$ cat config.mk
export PLATFORM = sky130hd
export DESIGN_NAME = dmem_arbiter
export DESIGN_NICKNAME = d
export VERILOG_FILES = /design/src/rtl/dmem_pkg.sv /design/src/rtl/dmem_lane.sv /design/src/rtl/dmem_arbiter.sv
export SDC_FILE = /design/constraint.sdc
export NUM_CORES = 1
export LEC_CHECK = 0
export BUFFER_PORTS_ARGS = -buffer_cell sky130_fd_sc_hd__buf_2
export CAP_MARGIN = 10
export CORE_ASPECT_RATIO = 1.1
export CORE_MARGIN = 5
export CORE_UTILIZATION = 35
export CTS_CLUSTER_SIZE = 10
export DETAILED_ROUTE_END_ITERATION = 10
export GPL_TIMING_DRIVEN = 0
export PLACE_DENSITY = 0.72
export SLEW_MARGIN = 10
export SYNTH_ARGS = -nofsm -noshare
export SYNTH_HDL_FRONTEND = slang
export SYNTH_HIERARCHICAL = 1
export SYNTH_SLANG_ARGS = --single-unit
$ cat constraint.sdc
create_clock -name clk -period 2.7 [get_ports clk]
set_input_delay 0.27 -clock clk [delete_from_list [all_inputs] [get_ports clk]]
set_output_delay 0.27 -clock clk [all_outputs]
set_load 0.005 [all_outputs]
$ cat src/rtl/dmem_pkg.sv
// Shared types for the data-memory arbiter: port IDs, arbiter states, read-return record.
// Latency: n/a (types and a pure function only).
// Backpressure: n/a.
package dmem_pkg;

    // Requesting master. The value doubles as the "last granted" marker.
    typedef enum logic {
        PORT_CPU = 1'b0,
        PORT_AUX = 1'b1
    } port_e;

    // Arbiter mode: plain round-robin, or an aux burst in progress.
    typedef enum logic {
        ARB_RR        = 1'b0,
        ARB_AUX_BURST = 1'b1
    } arb_state_e;

    // One in-flight read, captured at grant and consumed when the RAM answers.
    typedef struct packed {
        logic       vld;      // a read was granted last cycle
        port_e      port;     // which master gets the data
        logic [1:0] lane;     // byte lane for byte reads
        logic       byte_rd;  // extract one byte instead of the whole word
        logic       oor;      // address was out of range: return zero
    } rret_t;

    // One-hot write strobe for a single byte lane.
    function automatic logic [3:0] lane_be(input logic [1:0] lane);
        return 4'b0001 << lane;
    endfunction

endpackage

$ cat src/rtl/dmem_lane.sv
// Per-port byte-lane helper: write strobes, write-data replication, read-byte extraction.
// Latency: purely combinational.
// Backpressure: none; the arbiter decides whether the strobes are used.
module dmem_lane
    import dmem_pkg::*;
(
    input  logic [1:0]  adr_lo,   // byte offset of the request
    input  logic        byte_en,  // request is a byte access
    input  logic [31:0] wd,       // request write data
    input  logic [1:0]  rd_lane,  // lane captured when the pending read was granted
    input  logic        rd_byte,  // pending read is a byte read
    input  logic [31:0] mem_rd,   // RAM read data
    output logic [3:0]  wr_be,    // lane strobes if this write is granted
    output logic [31:0] wr_dat,   // write data presented to the RAM
    output logic [31:0] rd_dat    // read data after byte extraction
);

    // Byte writes hit one lane with the low byte copied everywhere; word writes
    // ignore the low address bits, so misaligned word writes land on the whole word.
    always_comb begin
        wr_be  = 4'b1111;
        wr_dat = wd;
        if (byte_en) begin
            wr_be  = lane_be(adr_lo);
            wr_dat = {4{wd[7:0]}};
        end
    end

    // Byte reads are zero-extended from the lane recorded at grant time.
    always_comb begin
        rd_dat = mem_rd;
        if (rd_byte) begin
            rd_dat = {24'h0, mem_rd[8*rd_lane +: 8]};
        end
    end

endmodule

$ cat src/rtl/dmem_arbiter.sv
// Shares one registered-read data RAM between the CPU and an aux master with round-robin and bounded aux bursts.
// Latency: grant and write strobes in the request cycle; read data one cycle after grant.
// Backpressure: a requester not granted keeps its request up (cpu_stall flags the CPU case); no queuing.
module dmem_arbiter
    import dmem_pkg::*;
#(
    parameter int DEPTH     = 64,
    parameter int MAX_BURST = 4
) (
    input  logic                     clk,
    input  logic                     reset,

    input  logic                     cpu_req,
    input  logic [31:0]              cpu_adr,
    input  logic [31:0]              cpu_wd,
    input  logic                     cpu_we,
    input  logic                     cpu_byte,

    input  logic                     aux_req,
    input  logic [31:0]              aux_adr,
    input  logic [31:0]              aux_wd,
    input  logic                     aux_we,
    input  logic                     aux_byte,
    input  logic                     aux_lock,

    output logic                     cpu_gnt,
    output logic                     aux_gnt,
    output logic                     cpu_stall,
    output logic                     cpu_rvalid,
    output logic                     aux_rvalid,
    output logic [31:0]              cpu_rdata,
    output logic [31:0]              aux_rdata,
    output logic                     err,

    output logic [$clog2(DEPTH)-1:0] mem_adr,
    output logic [31:0]              mem_wd,
    output logic [3:0]               mem_be,
    input  logic [31:0]              mem_rd
);

    localparam int          AW        = $clog2(DEPTH);
    localparam logic [31:0] ADR_LIMIT = 32'(4 * DEPTH);
    localparam logic [3:0]  BURST_MAX = 4'(MAX_BURST);

    // Arbitration state
    arb_state_e state_q, state_d;
    port_e      last_q, last_d;
    logic [3:0] burst_cnt_q, burst_cnt_d;
    logic       burst_hold;

    // Granted request, muxed from the winning port
    port_e       sel_port;
    logic [31:0] sel_adr;
    logic        sel_we;
    logic        sel_byte;
    logic [3:0]  sel_be;
    logic [31:0] sel_wdat;
    logic        sel_oor;
    logic        any_gnt;

    // Per-port lane helper outputs
    logic [3:0]  cpu_be, aux_be;
    logic [31:0] cpu_wdat, aux_wdat;
    logic [31:0] cpu_rd_raw, aux_rd_raw;

    // Idle-cycle address hold and read-return pipeline
    logic [AW-1:0] adr_hold_q;
    rret_t         rret_q, rret_d;

    dmem_lane u_cpu_lane (
        .adr_lo  (cpu_adr[1:0]),
        .byte_en (cpu_byte),
        .wd      (cpu_wd),
        .rd_lane (rret_q.lane),
        .rd_byte (rret_q.byte_rd),
        .mem_rd  (mem_rd),
        .wr_be   (cpu_be),
        .wr_dat  (cpu_wdat),
        .rd_dat  (cpu_rd_raw)
    );

    dmem_lane u_aux_lane (
        .adr_lo  (aux_adr[1:0]),
        .byte_en (aux_byte),
        .wd      (aux_wd),
        .rd_lane (rret_q.lane),
        .rd_byte (rret_q.byte_rd),
        .mem_rd  (mem_rd),
        .wr_be   (aux_be),
        .wr_dat  (aux_wdat),
        .rd_dat  (aux_rd_raw)
    );

    // Grant: an active burst keeps aux on top until it runs out; otherwise the
    // port that did not win last time takes a contested cycle. Nothing is
    // granted while reset is held.
    always_comb begin
        cpu_gnt    = 1'b0;
        aux_gnt    = 1'b0;
        burst_hold = (state_q == ARB_AUX_BURST) && aux_req && aux_lock &&
                     (burst_cnt_q < BURST_MAX);
        if (!reset) begin
            if (burst_hold) begin
                aux_gnt = 1'b1;
            end else if (cpu_req && aux_req) begin
                if (last_q == PORT_CPU) begin
                    aux_gnt = 1'b1;
                end else begin
                    cpu_gnt = 1'b1;
                end
            end else if (cpu_req) begin
                cpu_gnt = 1'b1;
            end else if (aux_req) begin
                aux_gnt = 1'b1;
            end
        end
    end

    // Next state: a locked aux grant starts or extends a burst; anything else
    // (lock or request dropped, budget spent, CPU won) falls back to RR.
    // A locked aux grant right after an exhausted burst starts a fresh one.
    always_comb begin
        state_d     = ARB_RR;
        burst_cnt_d = 4'd0;
        last_d      = last_q;
        if (cpu_gnt) begin
            last_d = PORT_CPU;
        end
        if (aux_gnt) begin
            last_d = PORT_AUX;
        end
        if (aux_gnt && aux_lock) begin
            state_d     = ARB_AUX_BURST;
            burst_cnt_d = burst_hold ? (burst_cnt_q + 4'd1) : 4'd1;
        end
    end

    // Route the winning port's request towards the RAM.
    always_comb begin
        any_gnt  = cpu_gnt | aux_gnt;
        sel_port = aux_gnt ? PORT_AUX : PORT_CPU;
        sel_adr  = cpu_adr;
        sel_we   = cpu_we;
        sel_byte = cpu_byte;
        sel_be   = cpu_be;
        sel_wdat = cpu_wdat;
        if (aux_gnt) begin
            sel_adr  = aux_adr;
            sel_we   = aux_we;
            sel_byte = aux_byte;
            sel_be   = aux_be;
            sel_wdat = aux_wdat;
        end
        sel_oor = (sel_adr >= ADR_LIMIT);
    end

    // RAM side: strobes only for in-range granted writes; the address holds
    // its last granted value when idle so the RAM output stays put.
    always_comb begin
        mem_wd    = sel_wdat;
        mem_be    = (any_gnt && sel_we && !sel_oor) ? sel_be : 4'b0000;
        mem_adr   = any_gnt ? sel_adr[AW+1:2] : adr_hold_q;
        err       = any_gnt && sel_oor;
        cpu_stall = cpu_req & ~cpu_gnt;
    end

    // Capture what the read return next cycle needs to know about this grant.
    always_comb begin
        rret_d         = '0;
        rret_d.vld     = any_gnt && !sel_we;
        rret_d.port    = sel_port;
        rret_d.lane    = sel_adr[1:0];
        rret_d.byte_rd = sel_byte;
        rret_d.oor     = sel_oor;
    end

    // State, held address and read-return registers; reset drops any pending read.
    always_ff @(posedge clk or posedge reset) begin
        if (reset) begin
            state_q     <= ARB_RR;
            last_q      <= PORT_AUX;
            burst_cnt_q <= 4'd0;
            adr_hold_q  <= '0;
            rret_q      <= '0;
        end else begin
            state_q     <= state_d;
            last_q      <= last_d;
            burst_cnt_q <= burst_cnt_d;
            rret_q      <= rret_d;
            if (any_gnt) begin
                adr_hold_q <= sel_adr[AW+1:2];
            end
        end
    end

    // Read return: steer RAM data to the port that asked; out-of-range reads
    // and idle cycles yield zero.
    always_comb begin
        cpu_rvalid = rret_q.vld && (rret_q.port == PORT_CPU);
        aux_rvalid = rret_q.vld && (rret_q.port == PORT_AUX);
        cpu_rdata  = (cpu_rvalid && !rret_q.oor) ? cpu_rd_raw : 32'h0;
        aux_rdata  = (aux_rvalid && !rret_q.oor) ? aux_rd_raw : 32'h0;
    end

endmodule

==> run_results.csv, run 1 <==
group,metric,value,unit
synthesis,netlist.area_leader.share,13.0,%
timing,whs,0.179,ns
placement,portBuffers,280,
floorplanning,die_area,12700,sq um
critical_path,cp.arrival,2.11,ns
power_and_ir_drop,p_leak,3.21,nW
hold_path,min_path_type,"in -> async",
floorplanning,std_cell_rows,39,
synthesis,yosysSeqAreaShare,12.3,%
drt,postRouteAntennaNets,0,
power_and_ir_drop,irDropWorstVdd,247,uV
power_and_ir_drop,p_sw,502,uW
layout,diodes,0,
layout,stdcell_count,994,
synthesis,synthFlopType,"dfrtp_1",
placement,dp_cells,990,
timing,fin_crit_sh,88.1,%
timing,worstMarginPinSlew,0.906,ns
timing,slew_headroom,39.5,%
placement,post-dp-hpwl,13100,microns
global_route,grt_max_degree,21,
synthesis,synth_fp_nets,737,
timing,setup_viol_count_final,0,
floorplanning,start_util,35.6,%
drt,post_drt_via_cell_ratio,4.73,
global_route,globalRoute.totalOverflow,0,
drt,routedWlPerCell,15.5,microns
critical_path,crit_type,"reg -> out",
power_and_ir_drop,power.internal,876,uW
global_route,first_global_vias,4595,
timing,rsz0062_at_grt,"false",
clock_network,cts_hold_buf,0,
placement,gp_routability_congestion,0.947,
critical_path,worst_setup_path_start_kind,"register",
synthesis,synth_edf_count,0,
clock_network,clkTransAtPathRegs,0.05,ns
drt,drt_iter0_markers,184,
synthesis,ys_seq_elements,18,
synthesis,syn_area,3680,sq um
clock_network,post-cts-setup-buffers,0,
run,cap_violations,0,
synthesis,yosys.area.top_type,"nand2_1",
drt,finalWirelength,15400,microns
critical_path,crit_slowest_cell,"nor3b_1",
global_route,grt_pass1_wl,23500,microns
power_and_ir_drop,p_seq_share,23.5,%
drt,drc_errors,0,
power_and_ir_drop,p_per_area,257,nW/um^2
timing,slew_viol_final,0,
clock_network,cts.sinks,18,
clock_network,root_buffer,"clkbuf_16",
clock_network,numCtsBuffers,3,
critical_path,cp-end-kind,"primary output",
timing,final-hold-violation-count,0,
synthesis,synth_top_cells_by_area,"nand2_1 13%, dfrtp_1 12%, and2_1 11%",
timing,fin_skew,0.00111,ns
outcome,status,"completed",
critical_path,worstPathCellList,"nor3b_1 > clkbuf_1 > and2_1 > buf_2",
timing,max_freq,421,MHz
global_route,grt.total_usage,22.8,%
power_and_ir_drop,p_clk_share,23.5,%
floorplanning,die_w,108,microns
synthesis,synthArstFlopShare,100,%
timing,tns,0,ns
layout,area_growth,45.3,%
power_and_ir_drop,total_power,1.38,mW
clock_network,h-tree-depth,1,
critical_path,worstPathRequired,2.43,ns
layout,drive_above_1_share,42.0,%
critical_path,rrSetupSlack,0.98,ns
clock_network,cts_max_path_buffers,2,
floorplanning,die_y,118,microns
synthesis,yosys_warnings,6,
power_and_ir_drop,sw_frac_of_total,36.5,%
synthesis,ys_types,45,
drt,first_pass_iters,4,
floorplanning,ioPinCount,281,
critical_path,slowest_delay,0.76,ns
synthesis,synthCells,567,
drt,vias,4704,
timing,fin_crit,2.38,ns
global_route,antenna_found_initial,0,
clock_network,cts_tree,"built",
clock_network,post_cts_resized,0,
synthesis,synth.avg_cell_area,6.50,sq um
critical_path,critPathMaxFanout,10,
clock_network,clk-insertion-delay-late,0.25,ns
power_and_ir_drop,p_comb_share,53.0,%
layout,nets,1022,
floorplanning,core,10300,sq um
## critical path, delay by kind of cell, from the launching register on
family / cells / cell delay (ns)
simple gates: 2 / 0.94
buf+inv: 2 / 0.50
flops: 1 / 0.41
## metal layers
layer  global-route usage [%]  vias up  part of all wire (%)
met2                     44.0      239                    51
met1                     25.2     2040                    36
met4                     6.71        0                   2.8
li1                         -     2399                     -
met5                        0        -                     0
met3                     3.46       26                   9.3
## path summary, 6_finish.rpt
path	startpoint	endpoint	cells past startpoint
max in group asynchronous	reset	rret_q[4]	2
min in group clk	cpu_we	rret_q[5]	2
hold / removal	reset	adr_hold_q[3]	2
hold reg to reg	last_q	last_q	2
setup / recovery	rret_q[4]	cpu_rdata[5]	4
setup reg to reg	last_q	rret_q[0]	5
## kinds of logic (layout without fill, tap and decap cells)
logic type | after synthesis | in the layout | synth area share [%]
AO/OA/AOI/OAI | 93 | 93 | 19.1
adder cells (fa/ha/maj) | 1 | 1 | 0.340
buffers and inverters | 128 | 412 | 16.8
flip-flops | 18 | 18 | 12.3
multiplexers | 16 | 16 | 4.35
other | 1 | 1 | 0.102
AND/OR/NAND/NOR | 310 | 310 | 47.0
## Yosys cell counts, drive strengths merged, types with 7 or more instances
master	n
buf	37
nor2b	36
and2b	14
and4bb	17
mux2i	16
dfrtp	17
inv	76
o22ai	7
nor4	16
clkbuf	15
and2	70
a221oi	16
nand2	128
nor2	15
o21ai	59
## placed cells by master, fill, tap and decap left out, types with 4 or more instances in the layout
cell      netlist  final
o21a_1          4      4
nor2_1         15     15
mux2i_1        16     16
inv_1          74     74
nor4b_1         4      4
o21ai_0        56     56
nand2_1       128    128
a221oi_2       16     16
nor2b_1        36     36
dfrtp_1        17     17
and2b_1        14     14
and4bb_1        8      8
and2_1         67     67
buf_6           5      5
clkbuf_1       13     13
buf_2          12    292
buf_4          16     16
o22ai_1         7      7
and4bb_2        8      8
nor4_1         16     16
## power groups by stage
stage	registers [mW]	clock network [mW]	logic, mW
after global placement	0.328	0	0.722
after detailed placement	0.329	0	0.729
after CTS	0.324	0.329	0.731
final	0.324	0.324	0.730
after global routing	0.327	0.343	0.805
after floorplan	0.320	0	0.416
## registers in the layout, summed over array words and instances, names as in the netlist
| name | cells |
|---|---|
| state_q | 1 |
| adr_hold_q | 6 |
| last_q | 1 |
| rret_q | 6 |
| burst_cnt_q | 4 |
## area by class of cell
cell class              instances  area [sq um]
plain buffers                  52           333
clock buffers                   4          88.8
inverters                      76           288
fillers                      1083          4990
repair buffers                280          1400
well taps                     143           179
flip-flops and latches         18           452
multi-input cells             421          2610
## through the flow
step	cell area [sq um]	setup WS [ns]	util, %
final	5350	0.322	51.7
after global routing	5350	0.179	51.7
after CTS	5350	0.317	51.7
after detailed placement	5260	0.466	50.9
after global placement	5260	0.500	50.9
after floorplan	3680	0.962	-
No activity file was read; power rests on OpenSTA's default activity.
==> inputs of run 2 (changes only) <==
Settings changed: ABC_AREA from default to 1, CORE_AREA from default to 5 5 106 108, CORE_ASPECT_RATIO 1.1 to default, CORE_MARGIN 5 to default, CORE_UTILIZATION 35 to default, DIE_AREA from default to 0 0 111 113, PLACE_DENSITY 0.72 to 0.76.
==> run 2 against run 1 <==
  * Hold slack got worse by 0.051 ns
  * Design area is 2.1% higher
  * Setup slack better by 0.30 ns
  * Maximum frequency increased by 14%
  * Critical path type is now in -> out
  * Largest power group unchanged
  * Non-clock buffer count is 2 higher
  * Sequential power is 2% lower
  * Global-route usage is 1.7 points higher
  * Die area is 1.1% lower
==> run_results.csv, run 2 <==
group,metric,value,unit
outcome,status,"completed",
timing,rsz0062_at_grt,"false",
timing,setup_viol_count_final,0,
timing,setup_ws,0.620,ns
hold_path,min_path_type,"in -> async",
timing,fin_crit_sh,77.0,%
layout,area_growth,42.4,%
synthesis,synthArstFlopShare,100,%
clock_network,h-tree-depth,1,
floorplanning,die_area,12500,sq um
synthesis,yosys.area.top_type,"nand2_1",
placement,post-dp-hpwl,14000,microns
global_route,grt.total_usage,24.6,%
clock_network,cts.sinks,18,
global_route,globalRoute.totalOverflow,0,
drt,post_drt_via_cell_ratio,4.44,
placement,dp_cells,1213,
power_and_ir_drop,irDropWorstVdd,223,uV
timing,fin_skew,0.00224,ns
layout,drive_above_1_share,32.8,%
synthesis,synthFlopType,"dfrtp_1",
critical_path,worstPathCellList,"buf_2 > inv_1 > o21ai_2 > buf_6 > buf_6 > o21ai_0 > inv_1 > buf_2",
global_route,grt_pass1_wl,25400,microns
synthesis,synth_top_cells_by_area,"nand2_1 25%, inv_1 18%, nor2_1 15%",
critical_path,slowest_delay,0.51,ns
synthesis,yosysSeqAreaShare,11.8,%
placement,dp_slack,0.588,ns
critical_path,critPathMaxFanout,19,
layout,nets,1252,
timing,whs,0.129,ns
global_route,antenna_found_initial,1,
clock_network,root_buffer,"clkbuf_8",
critical_path,worstPathRequired,2.43,ns
synthesis,yosysMostFrequentCell,"nand2_1",
drt,drc_errors,0,
drt,drt_iter0_markers,361,
critical_path,rr_worst_depth,7,
power_and_ir_drop,p_per_area,250,nW/um^2
placement,gp_routability_congestion,0.927,
floorplanning,ioPinCount,281,
layout,largest_registers,"adr_hold_q x6, rret_q x6, burst_cnt_q x4",
global_route,first_global_vias,5282,
synthesis,synth_edf_count,0,
critical_path,r2r_end,"adr_hold_q[1]",
synthesis,yosys-top-cells-count,"260 x nand2_1, 186 x inv_1, 151 x nor2_1",
floorplanning,die_w,111,microns
clock_network,clkTransAtPathRegs,0.07,ns
run,cap_violations,0,
timing,slew_viol_final,0,
critical_path,cp.arrival,1.81,ns
floorplanning,start_util,37.9,%
layout,regArea,452,sq um
synthesis,ys_seq_elements,18,
synthesis,synth.avg_cell_area,4.81,sq um
drt,vias,5404,
clock_network,post-cts-setup-buffers,0,
critical_path,crit_slowest_cell,"inv_1",
critical_path,crit_type,"in -> out",
clock_network,clk-insertion-delay-late,0.25,ns
timing,fin_crit,2.08,ns
critical_path,cp-end-kind,"primary output",
layout,final_common_cell,"buf_2",
floorplanning,die_y,113,microns
drt,finalWirelength,16100,microns
layout,layout_common_cells,"294 x buf_2, 260 x nand2_1, 186 x inv_1, 151 x nor2_1, 61 x o21ai_0",
synthesis,ys_types,27,
timing,worstMarginPinSlew,0.695,ns
synthesis,synthCells,797,
synthesis,yosys_warnings,6,
critical_path,rr_startpoint,"last_q",
critical_path,cp.depth,8,
drt,postRouteAntennaNets,0,
critical_path,worst-path-buf-inv,6,
layout,multi_input_area,2240,sq um
power_and_ir_drop,p_leak,3.83,nW
synthesis,netlist.area_leader.share,25.4,%
layout,stdcell_count,1217,
synthesis,syn_area,3840,sq um
clock_network,cts_tree,"built",
critical_path,worst_setup_path_start_kind,"primary input",
synthesis,synth_fp_nets,967,
timing,slew_headroom,53.6,%
drt,first_pass_iters,5,
power_and_ir_drop,total_power,1.37,mW
clock_network,numCtsBuffers,3,
floorplanning,std_cell_rows,37,
critical_path,critical-path-top-delay-family,"buffers and inverters",
clock_network,cts_max_path_buffers,2,
critical_path,startpoint,"reset",
critical_path,endpoint,"mem_adr[1]",
drt,routedWlPerCell,13.2,microns
clock_network,post_cts_resized,0,
layout,diodes,0,
timing,tns,0,ns
timing,final-hold-violation-count,0,
floorplanning,core,10100,sq um
clock_network,cts_hold_buf,0,
global_route,grt_max_degree,20,
placement,portBuffers,280,
layout,n_fill_cell,1153,
timing,max_freq,481,MHz
critical_path,rrSetupSlack,1.18,ns
-- run 2: changes by cell type in the layout (fill, tap and decap cells not counted), moves of 8 or more --
cell      change
and4bb_1      -8
nand2_1     +132
inv_1       +112
nor2_1      +136
mux2i_1      -16
and4bb_2      -8
nor4_1       -16
nand3_1      +36
and2b_1      -14
a221oi_2     -16
and2_1       -67
nor2b_1      -36
-- run 2: final cells by class --
cell class,count,area share [%]
Buffer,54,7.63
Clock buffer,4,1.01
Inverter,193,13.3
Multi-Input combinational cell,532,41.1
Sequential cell,18,8.27
Tap cell,136,3.11
Timing Repair Buffer,280,25.6
-- run 2: metal layers --
metal / global-route usage [%] / wire (microns)
met5: 0 / 13
met4: 7.39 / 493
met3: 4.28 / 1200
met2: 49.3 / 8470
met1: 25.9 / 5910
-- run 2: kinds of logic after synthesis --
family	Yosys count	synth area share (%)
AND/OR/NAND/NOR	463	48.6
flip-flops	18	11.8
other	1	0.0977
adder cells (fa/ha/maj)	1	0.326
buffers and inverters	247	29.7
AO/OA/AOI/OAI	67	9.49
-- run 2: worst register-to-register path, cell delays in order (launching register included) --
cell	delay [ns]
dfstp_2	0.55
a21oi_1	0.08
o21ai_2	0.20
buf_6	0.18
buf_12	0.14
nand3_1	0.08
o21ai_0	0.09
inv_1	0.09
-- run 2: power by group --
part	internal, mW	switching (mW)
clock network	0.129	0.0850
registers	0.303	0.0129
logic	0.359	0.477
total	0.792	0.574
-- run 2: how the worst min path moves through the flow --
stage / startpoint / endpoint / slack, ns / cells past startpoint
floorplan: reset / adr_hold_q[0] / 0.22 / 1
global placement: reset / state_q / 0.42 / 2
detailed placement: reset / state_q / 0.43 / 2
CTS: reset / state_q / 0.15 / 2
global route: reset / adr_hold_q[5] / 0.19 / 2
finish: reset / adr_hold_q[3] / 0.13 / 2
-- run 2: through the flow --
stage,utilization [%],area [sq um]
floorplan,-,3840
global placement,53.4,5410
detailed placement,53.4,5410
CTS,53.9,5460
global route,53.9,5460
finish,53.9,5460
==> inputs of run 3 (changes only) <==
Settings changed: ABC_AREA 1 to 0, CORE_AREA 5 5 106 108 to default, CORE_MARGIN from default to 5, CORE_UTILIZATION from default to 38, DIE_AREA 0 0 111 113 to default, PLACE_DENSITY 0.76 to 0.8.
Clock period 2.7 ns to 1.8 ns, I/O delays scaled along.
==> run 3 against run 2 <==
  * Critical path type is now reg -> out
  * Largest power group unchanged
  * Cell count is 16% lower
  * Via count decreased by 2.5%
  * Sequential power increased by 51%
  * Combinational power increased by 85%
  * The flow now finishes with violations (negative setup slack)
  * Setup slack lost 0.91 ns
  * Critical path depth down 2
  * Die area shrank 6.2%
  * Global-route usage rose by 1.8 points
  * Critical endpoint is now mem_adr[4]
==> run_results.csv, run 3 (same netlist as run 1, synthesis figures left out) <==
group,metric,value,unit
power_and_ir_drop,p_per_area,364,nW/um^2
critical_path,worst_setup_path_start_kind,"register",
critical_path,worstPathCellList,"or3b_4 > o2111ai_4 > buf_6 > inv_4 > a221o_1 > buf_2",
layout,area_growth,76.0,%
placement,place_area,5250,sq um
clock_network,cts.sinks,18,
power_and_ir_drop,p_seq_share,20.2,%
critical_path,rrSetupSlack,0.04,ns
critical_path,rr_startpoint,"burst_cnt_q[3]",
floorplanning,die_w,108,microns
layout,fin_area,6480,sq um
layout,multi_input_area,2990,sq um
critical_path,worst-path-buf-inv,3,
power_and_ir_drop,sw_frac_of_total,38.7,%
critical_path,rr_worst_depth,9,
global_route,first_global_vias,4938,
clock_network,root_buffer,"clkbuf_8",
power_and_ir_drop,power.internal,1.44,mW
floorplanning,die_area,11800,sq um
layout,diodes,0,
global_route,grt_pass1_wl,24700,microns
power_and_ir_drop,p_leak,3.74,nW
floorplanning,start_util,38.4,%
drt,routedWlPerCell,17.2,microns
power_and_ir_drop,total_power,2.36,mW
clock_network,numCtsBuffers,3,
timing,setup_ws,-0.289,ns
drt,postRouteAntennaNets,0,
floorplanning,ioPinCount,281,
power_and_ir_drop,p_sw,912,uW
layout,regArea,454,sq um
critical_path,critical-path-top-delay-family,"compound AO/OA/AOI/OAI gates",
clock_network,clkTransAtPathRegs,0.06,ns
floorplanning,core,9590,sq um
critical_path,worstPathRequired,1.62,ns
global_route,globalRoute.totalOverflow,0,
drt,first_pass_iters,6,
timing,rsz0062_at_grt,"true",
critical_path,crit_slowest_cell,"or3b_4",
placement,gp_routability_congestion,0.999,
placement,post-dp-hpwl,13100,microns
timing,max_freq,479,MHz
layout,nets,1066,
drt,drc_errors,0,
timing,setup_viol_count_final,52,
critical_path,cp.arrival,1.91,ns
floorplanning,die_y,108,microns
outcome,violations,"negative setup slack",
drt,vias,5270,
clock_network,cts_max_path_buffers,2,
timing,fin_skew,0.00693,ns
global_route,grt_max_degree,20,
timing,fin_crit,2.09,ns
power_and_ir_drop,p_clk_share,14.1,%
hold_path,min_path_type,"in -> async",
critical_path,crit_type,"reg -> out",
timing,worstMarginPinSlew,0.573,ns
layout,drive_above_1_share,53.5,%
power_and_ir_drop,p_comb_share,65.7,%
drt,post_drt_via_cell_ratio,5.13,
clock_network,clk-insertion-delay-late,0.26,ns
clock_network,h-tree-depth,1,
drt,finalWirelength,17700,microns
timing,final-hold-violation-count,0,
placement,portBuffers,280,
layout,n_fill_cell,793,
global_route,grt.total_usage,26.3,%
timing,slew_headroom,61.8,%
run,cap_violations,0,
layout,layout_common_cells,"277 x buf_2, 78 x nand2_1, 73 x inv_1, 67 x and2_1, 56 x o21ai_0",
floorplanning,std_cell_rows,36,
power_and_ir_drop,irDropWorstVdd,484,uV
timing,fin_crit_sh,116,%
placement,dp_cells,980,
critical_path,cp-end-kind,"primary output",
outcome,status,"complete, but fails checks",
global_route,antenna_found_initial,0,
layout,final_common_cell,"buf_2",
clock_network,cts_tree,"built",
critical_path,r2r_end,"rret_q[3]",
critical_path,critPathMaxFanout,3,
timing,slew_viol_final,0,
drt,drt_iter0_markers,336,
critical_path,slowest_delay,0.42,ns
layout,largest_registers,"adr_hold_q x6, rret_q x6, burst_cnt_q x4",
layout,stdcell_count,1028,
run 3: cell types whose count changed in the layout (fill, tap and decap cells not counted), moves of 14 or more:
cell      delta
inv_1      -113
a221oi_2    +14
nand3_1     -36
nand2_1    -182
buf_6       +19
and2b_1     +14
nor2b_1     +36
and2_1      +67
nor2_1     -136
mux2i_1     +14
buf_2       -17
buf_4       +15
nand2_2     +31
run 3: stage by stage:
step	worst slack (ns)	util, %	TNS, ns	hold WS (ns)
after floorplan	0.152	-	0	0.133
after global placement	-0.197	54.7	-6.82	0.376
after detailed placement	-0.186	54.7	-6.54	0.368
after CTS	-0.274	63.7	-8.76	0.0936
after global routing	-0.358	67.6	-14.26	0.0499
final	-0.289	67.6	-10.93	0.0544
run 3: power by group through the flow:
stage                     logic [mW]  clock network (mW)  registers, mW
after floorplan                0.623                   0          0.480
after global placement          1.08                   0          0.494
after detailed placement        1.09                   0          0.495
after CTS                       1.38               0.338          0.476
after global routing            1.65               0.360          0.482
final                           1.55               0.333          0.476
run 3: how the worst max path moves through the flow:
stage | slack, ns | startpoint | to | cells past startpoint
finish | -0.29 | burst_cnt_q[2] | mem_adr[4] | 6
global route | -0.36 | burst_cnt_q[2] | mem_adr[0] | 7
floorplan | 0.15 | burst_cnt_q[2] | mem_adr[4] | 5
CTS | -0.27 | burst_cnt_q[2] | mem_adr[4] | 6
global placement | -0.20 | reset | mem_adr[4] | 6
detailed placement | -0.19 | burst_cnt_q[3] | mem_wd[27] | 8
run 3: final cells by class:
class                      count  area share (%)
buffer                        47            6.04
clock buffer                   4           0.849
inverter                      76            4.53
multi-input combinational    421            46.2
sequential                    18            7.01
tap                          133            2.57
timing repair buffer         329            32.8
run 3: layer usage:
| layer | track usage (%) | up-vias | share of wire [%] |
|---|---|---|---|
| met4 | 10.5 | 0 | 4.1 |
| met5 | 0 | - | 0 |
| met3 | 4.96 | 55 | 11 |
| li1 | - | 2491 | - |
| met2 | 47.2 | 327 | 50 |
| met1 | 30.7 | 2397 | 35 |
run 3: timing repair:
item                       in CTS  in global routing
setup endpoints to repair     108                101
pin swaps                      37                 31
hold buffers                    0                  2
hold endpoints to repair        0                  8
buffers inserted               34                 11
resized for setup             103                 78
cloned                          5                  3
